### src/rtl/cpu_clock_scheduler.sv
// CPU advance sequencer: produces a one-cycle cpu_en pulse in RUN (divided rate),
// on a debounced button press in STEP, or never (HALT/BREAK), with a cycle breakpoint.
//
// state | meaning
// ------+----------------------------------------------------------
// HALT  | no pulses; waits for mode RUN or STEP
// RUN   | cpu_en every div_lat cycles; may fall into BREAK
// STEP  | one cpu_en per debounced button press
// BREAK | breakpoint hit; no pulses until mode returns to HALT
module cpu_clock_scheduler #(
    parameter int DEBOUNCE = 1000000,
    parameter int DIV_W    = 32
) (
    input  logic             clk_in,
    input  logic             rst_n,
    input  logic [1:0]       mode,
    input  logic             step_btn,
    input  logic [DIV_W-1:0] div_val,
    input  logic             bp_en,
    input  logic [DIV_W-1:0] bp_cycle,
    output logic             cpu_en,
    output logic             slow_clk,
    output logic [DIV_W-1:0] cycle_count,
    output logic [1:0]       state,
    output logic             halted
);

    localparam logic [1:0] S_HALT  = 2'd0;
    localparam logic [1:0] S_RUN   = 2'd1;
    localparam logic [1:0] S_STEP  = 2'd2;
    localparam logic [1:0] S_BREAK = 2'd3;

    localparam logic [1:0] M_RUN  = 2'b01;
    localparam logic [1:0] M_STEP = 2'b10;

    localparam int DB_W = (DEBOUNCE > 1) ? $clog2(DEBOUNCE) : 1;
    localparam logic [DB_W-1:0] DB_LAST = DB_W'(DEBOUNCE - 1);

    logic            btn_meta;
    logic            btn_sync;
    logic            btn_stable;
    logic            btn_prev;
    logic [DB_W-1:0] db_cnt;
    logic            step_req;

    logic [1:0]       state_d;
    logic [DIV_W-1:0] div_cnt;
    logic [DIV_W-1:0] div_cnt_d;
    logic [DIV_W-1:0] div_lat;
    logic [DIV_W-1:0] div_lat_d;
    logic [DIV_W-1:0] count_inc;
    logic             mode_halt;
    logic             tick;
    logic             bp_hit;
    logic             pulse_d;

    // Button path: 2-flop synchronizer, then a stability counter.
    always_ff @(posedge clk_in or negedge rst_n) begin
        if (!rst_n) begin
            btn_meta   <= 1'b0;
            btn_sync   <= 1'b0;
            btn_stable <= 1'b0;
            btn_prev   <= 1'b0;
            db_cnt     <= '0;
        end else begin
            btn_meta <= step_btn;
            btn_sync <= btn_meta;
            btn_prev <= btn_stable;
            if (btn_sync != btn_stable) begin
                if (db_cnt == DB_LAST) begin
                    btn_stable <= btn_sync;
                    db_cnt     <= '0;
                end else begin
                    db_cnt <= db_cnt + 1'b1;
                end
            end else begin
                db_cnt <= '0;
            end
        end
    end

    assign step_req  = btn_stable & ~btn_prev;
    assign mode_halt = (mode != M_RUN) && (mode != M_STEP);
    assign count_inc = cycle_count + 1'b1;
    assign tick      = (state == S_RUN) && (mode == M_RUN) && (div_cnt == div_lat - 1'b1);
    assign bp_hit    = bp_en && (count_inc == bp_cycle);

    always_ff @(posedge clk_in or negedge rst_n) begin
        if (!rst_n) state <= S_HALT;
        else        state <= state_d;
    end

    always_comb begin
        state_d = state;
        case (state)
            S_HALT: begin
                if (mode == M_RUN)       state_d = S_RUN;
                else if (mode == M_STEP) state_d = S_STEP;
            end
            S_RUN: begin
                if (mode_halt)           state_d = S_HALT;
                else if (mode == M_STEP) state_d = S_STEP;
                else if (tick && bp_hit) state_d = S_BREAK;
            end
            S_STEP: begin
                if (mode_halt)           state_d = S_HALT;
                else if (mode == M_RUN)  state_d = S_RUN;
            end
            default: begin
                if (mode_halt)           state_d = S_HALT;
            end
        endcase
    end

    // Divider latch is loaded on every entry into RUN; a zero divisor acts as one.
    always_comb begin
        div_cnt_d = div_cnt;
        div_lat_d = div_lat;
        pulse_d   = tick || ((state == S_STEP) && (mode == M_STEP) && step_req);
        if (((state == S_HALT) || (state == S_STEP)) && (mode == M_RUN)) begin
            div_lat_d = (div_val == '0) ? DIV_W'(1) : div_val;
            div_cnt_d = '0;
        end else if (state == S_RUN) begin
            if (mode != M_RUN || tick) div_cnt_d = '0;
            else                       div_cnt_d = div_cnt + 1'b1;
        end
    end

    always_ff @(posedge clk_in or negedge rst_n) begin
        if (!rst_n) begin
            cpu_en      <= 1'b0;
            slow_clk    <= 1'b0;
            cycle_count <= '0;
            div_cnt     <= '0;
            div_lat     <= DIV_W'(1);
        end else begin
            cpu_en  <= pulse_d;
            div_cnt <= div_cnt_d;
            div_lat <= div_lat_d;
            if (pulse_d) begin
                slow_clk    <= ~slow_clk;
                cycle_count <= count_inc;
            end
        end
    end

    assign halted = (state == S_HALT) || (state == S_BREAK);

endmodule

### config.mk
export PLATFORM = sky130hd
export DESIGN_NAME = cpu_clock_scheduler
export DESIGN_NICKNAME = d
export VERILOG_FILES = /design/src/rtl/cpu_clock_scheduler.sv
export SDC_FILE = /design/constraint.sdc
export NUM_CORES = 1
export LEC_CHECK = 0
export ABC_AREA = 1
export CORE_ASPECT_RATIO = 0.5
export CORE_MARGIN = 2
export CORE_UTILIZATION = 50
export DETAILED_ROUTE_END_ITERATION = 8
export PLACE_DENSITY = 0.71
export SLEW_MARGIN = 20
export SYNTH_ARGS = -nofsm -noshare
export SYNTH_HDL_FRONTEND = slang
export SYNTH_SLANG_ARGS = --single-unit
### constraint.sdc
create_clock -name clk_in -period 2.55 [get_ports clk_in]
set_input_delay 0.6375 -clock clk_in [delete_from_list [all_inputs] [get_ports clk_in]]
set_output_delay 0.6375 -clock clk_in [all_outputs]
set_load 0.02 [all_outputs]
## Yosys cells after proc, flatten, opt, wreduce, memory -nomap -nowiden

Cells that the tools add are included.

- Add/sub/neg operators: 4
- Eq/ne operators: 14
- Muxes and demuxes: 15
- Bitwise logic cells: 3
- Reduce and logical (&&, ||, !) cells: 18

Operator list:

| operator | count |
|---|---|
| $mux 32 | 4 |
| $add 32x1->32 const B | 2 |
| $eq 32x32->1 | 2 |
| $mux 20 | 2 |
| $logic_not 32->1 | 1 |
| $sub 32x1->32 const B | 1 |
| $add 20x1->20 const B | 1 |
| $eq 20x20->1 const B | 1 |
| $mux 2 | 8 |
| $logic_and 1x1->1 | 8 |
| $eq 2x2->1 const B | 3 |
| $ne 3x3->1 const B | 2 |
| $pmux 2 s3 | 1 |
| $eq 2x1->1 const B | 2 |
| $logic_or 1x1->1 | 4 |
| $ne 4x2->1 const B | 1 |
| $reduce_and 4->1 | 1 |
| $reduce_bool 4->1 | 1 |
| $logic_not 2->1 | 1 |
| $ne 2x1->1 const B | 1 |
| $ne 2x2->1 const B | 1 |
| $not 1->1 | 2 |
| $reduce_and 2->1 | 1 |
| $reduce_bool 2->1 | 1 |
| 2 further kinds | 2 |

- Bits in registers: 124
- Output and inout bits: 37
- Logic and storage cells: 65

## Depth between registers and ports, before layout

- Depth after elaboration: 8
- Mapped depth: 20
- Depth with buffers taken out: 19

## Worst setup path before layout

No wires, ideal clock.

- Path kind: flip-flop to flip-flop
- Start point: register cycle_count[0]
- End point: register state[0]
- Setup time: 0.118 ns
- Arrival time: 2.156 ns
- Setup slack: 0.277 ns
- Cell stages (with the launch flop): 19
- Path buffers: 0
- Clock period less this slack: 2.273 ns
- Cell sequence: dfrtp_1 -> ha_1 -> nand2_2 -> nor2_1 -> nand2_1 -> nor2_1 -> nand2_1 -> nand2_1 -> nand2_1 -> nand2_1 -> nand2_1 -> nor2_1 -> nand3_1 -> nor2_1 -> nand3_1 -> nand2_1 -> nand2_1 -> nand2_1 -> nand2_1

- Cells in the longest elaborated chain, start to end: 6

Ends and longest elaborated chain:

| item | RTL line | RTL |
|---|---|---|
| start, declared | 23 | `output logic [DIV_W-1:0] cycle_count,` |
| start signal, assigned | 142 | `cycle_count <= count_inc;` |
| $add 32x1->32 | 84 | `assign count_inc = cycle_count + 1'b1;` |
| $eq 32x32->1 | 86 | `assign bp_hit = bp_en && (count_inc == bp_cycle);` |
| $logic_and 1x1->1 | 86 |  |
| $logic_and 1x1->1 | 103 | `else if (tick && bp_hit) state_d = S_BREAK;` |
| $ne 4x2->1 (no source line) | -- |  |
| $reduce_and 4->1 (no source line) | -- |  |
| end signal, assigned | 90 | `else state <= state_d;` |
| end, declared | 24 | `output logic [1:0] state,` |

Every way passes these cells.
A chain may end at the register's enable or synchronous reset.

## Worst setup path after layout

- Start point: register div_lat[1]
- End point: register cycle_count[29]

- Cells in the longest elaborated chain, start to end: 4

Ends and longest elaborated chain:

| item | RTL line | RTL |
|---|---|---|
| start, declared | 49 | `logic [DIV_W-1:0] div_lat;` |
| start signal, assigned | 139 | `div_lat <= div_lat_d;` |
| $sub 32x1->32 | 85 | `assign tick = (state == S_RUN) && (mode == M_RUN) && (div_cnt == div_lat - 1'b1);` |
| $eq 32x32->1 | 85 |  |
| $logic_and 1x1->1 | 85 |  |
| $logic_or 1x1->1 | 119 | `pulse_d = tick \|\| ((state == S_STEP) && (mode == M_STEP) && step_req);` |

Every way passes these cells.

==> results.toml <==
[detailed_routing]
postRouteAntennaNets = 0
vias = 9190
via_per_inst = 5.263
drtPass1Iterations = 5
drt_iter0_markers = 749
drc_errors = 0
wire_per_inst_um = 14.54
wl_mm = 25.38

[placed_design]
gp_congestion = 0.9409
hpwl_mm = 18.89
post-place-cells = 1709
io_buffers = 106
postPlaceCellArea_mm2 = 0.01054

[worst_setup_path]
cp-end-kind = "register"
r2r_setup_slack_ps = 50
start_kind = "register"
path_buf_inv = 3
critPathTopFamily = "simple AND/OR/NAND/NOR gates"
cpMaxStageDelayCell = "dfrtp_1"
worst_ep_arrival_time_ps = 2850
slowest_delay_ps = 390
path_cells = "inv_2 -> ha_4 -> nand3_4 -> nor2_4 -> nand2_2 -> nand2_1 -> nand2_1 -> nor2_1 -> nand3_2 -> nor2_2 -> nand3_2 -> nor2_4 -> inv_2 -> nand2_8 -> buf_12 -> nor2_2 -> a21oi_2"
crit_required_ps = 2900
cp_max_fo = 13
worstSetupPathType = "register to register"

[die]
dieArea_mm2 = 0.01878
die_height_um = 97.92
die_w_um = 191.8
initial_utilization = 0.5094
ios = 107
core_area_mm2 = 0.01731
rows = 34

[grt]
grt_pass1_vias = 8537
antenna_found_initial = 0
grt_max_degree = 56
gr-total-overflow = 0
grt_usage = 0.2764
grt_pass1_wl_mm = 41.23

[yosys]
synth_edf_count = 0
syn_avg_cell_area_um2 = 6.597
ys_seq_area_frac = 0.3520
async_reset_ff_frac = 1.000
yosysUniqueCellTypes = 46
netlist_area_mm2 = 0.008820
yosys_warnings = 0
synth_fp_nets = 1419
syn_inst = 1337
synth_flop_cell = "dfrtp_1"
ys_ff_latch = 124

[timing]
min_period_ps = 2497
slew_headroom = 0.6240
rsz0062_at_grt = "yes"
fin_crit_sh = 0.9791
final_hold_viol_count = 0
whs_ps = 203.6
fin_worst_skew_ps = 8.574
finalSetupTns_ps = 0
worst_pin_slew_ps = 564.0
clock.fmax_ghz = 0.4005
setup_viol = 0
final_max_slew_viol_count = 0

[min_path]
hp-class = "input port to async pin"

[clock_tree]
clk_latency_ps = 420
clk_pin_slew_ps = 60
clockRootBuffer = "clkbuf_16"
cts_buffer_depth = 2
htree_num_levels = 4
cts_tree = "built"
cts.sinks = 124
numCtsBuffers = 17

[cells_and_area]
final_common_cell = "nand2_1"
antenna-diode-count = 0
finalInstanceArea_mm2 = 0.01145
final_cell_mix = "nand2_1, nor2_1, inv_1"
post_route_cells_drive_above_1_share = 0.1303
areaGrowthSynthToFinish_pct = 29.82
nets = 1581
fin_cells = 1746

[run_status]
status = "completed"

[power_and_ir_drop]
p_leak_nw = 5.324
irDropWorstVdd_mv = 0.5276
finalPower_mw = 7.851
power.density_mw_per_mm2 = 685.7

[flow_run]
drv_cap = 0
[final timing paths]
path,startpoint,to,cells after the start
hold reg to reg,btn_meta,btn_sync,0
setup reg to reg,div_lat[1],cycle_count[29],17
max in group asynchronous,rst_n,btn_meta,2
hold / removal,rst_n,state[0],1
setup / recovery,div_lat[1],cycle_count[29],17
min in group clk_in,btn_meta,btn_sync,0
[through the flow]
stage / util / setup WS [ps]
finish: 0.6613 / 53.42
global route: 0.6613 / -113.8
CTS: 0.6479 / 15.65
detailed placement: 0.6085 / -383.6
global placement: 0.6085 / -291.5
floorplan: - / 276.6
[routing by layer]
layer,routed length (um),track usage,vias up,part of all wire
met4,476,0.07337,0,0.019
li1,-,-,4583,-
met5,0,0,-,0
met1,11620,0.3866,4238,0.46
met2,11460,0.4454,324,0.45
met3,1829,0.04601,45,0.072
[report_power, final]
part	internal, mW	switching, mW	leakage, nW
clock network	1.48	1.05	0.291
registers	2.25	0.382	1.58
logic	1.06	1.63	3.45
total	4.79	3.06	5.32
[final cells by class]
type | count | area, um^2
Fill cell | 1523 | 5864
Inverter | 141 | 534.3
Clock buffer | 17 | 425.4
Clock inverter | 15 | 178.9
Sequential cell | 124 | 3105
Timing Repair Buffer | 167 | 1627
Tap cell | 234 | 292.8
Multi-Input combinational cell | 1048 | 5286
[state kept, by name (all words and copies together), names as in the netlist, 2 cells and up]
signal,flops
cycle_count,32
state,2
div_lat,32
div_cnt,32
db_cnt,20
[cell usage after synthesis (14+ instances only)]
library cell | instances | area [um^2]
o21ai_0 | 51 | 255.2
nand4_1 | 24 | 150.1
nor3_1 | 18 | 90.09
dfrtp_1 | 123 | 3078
clkbuf_1 | 14 | 52.55
a21oi_1 | 19 | 95.09
inv_1 | 136 | 510.5
xnor2_1 | 19 | 166.4
nand3b_1 | 19 | 142.6
nand2_1 | 471 | 1768
xor2_1 | 43 | 376.6
nand3_1 | 90 | 450.4
nor2_1 | 199 | 747.0
[kinds of logic after synthesis]
group,count (synthesis),share of synthesized area
flip-flops,124,0.3520
multiplexers,1,0.001277
AO/OA/AOI/OAI,108,0.07022
buffers and inverters,165,0.07689
adder cells (fa/ha/maj),12,0.01702
XOR/XNOR,64,0.06668
AND/OR/NAND/NOR,863,0.4159
[what timing repair did]
| action | CTS | global route |
|---|---|---|
| gates cloned | 1 | 0 |
| hold buffers | 0 | 0 |
| resized for setup | 18 | 67 |
| endpoints found under the setup margin | 64 | 68 |
| pin swaps | 4 | 15 |
| setup buffers | 1 | 3 |
Power figures use the tool's default switching activity.
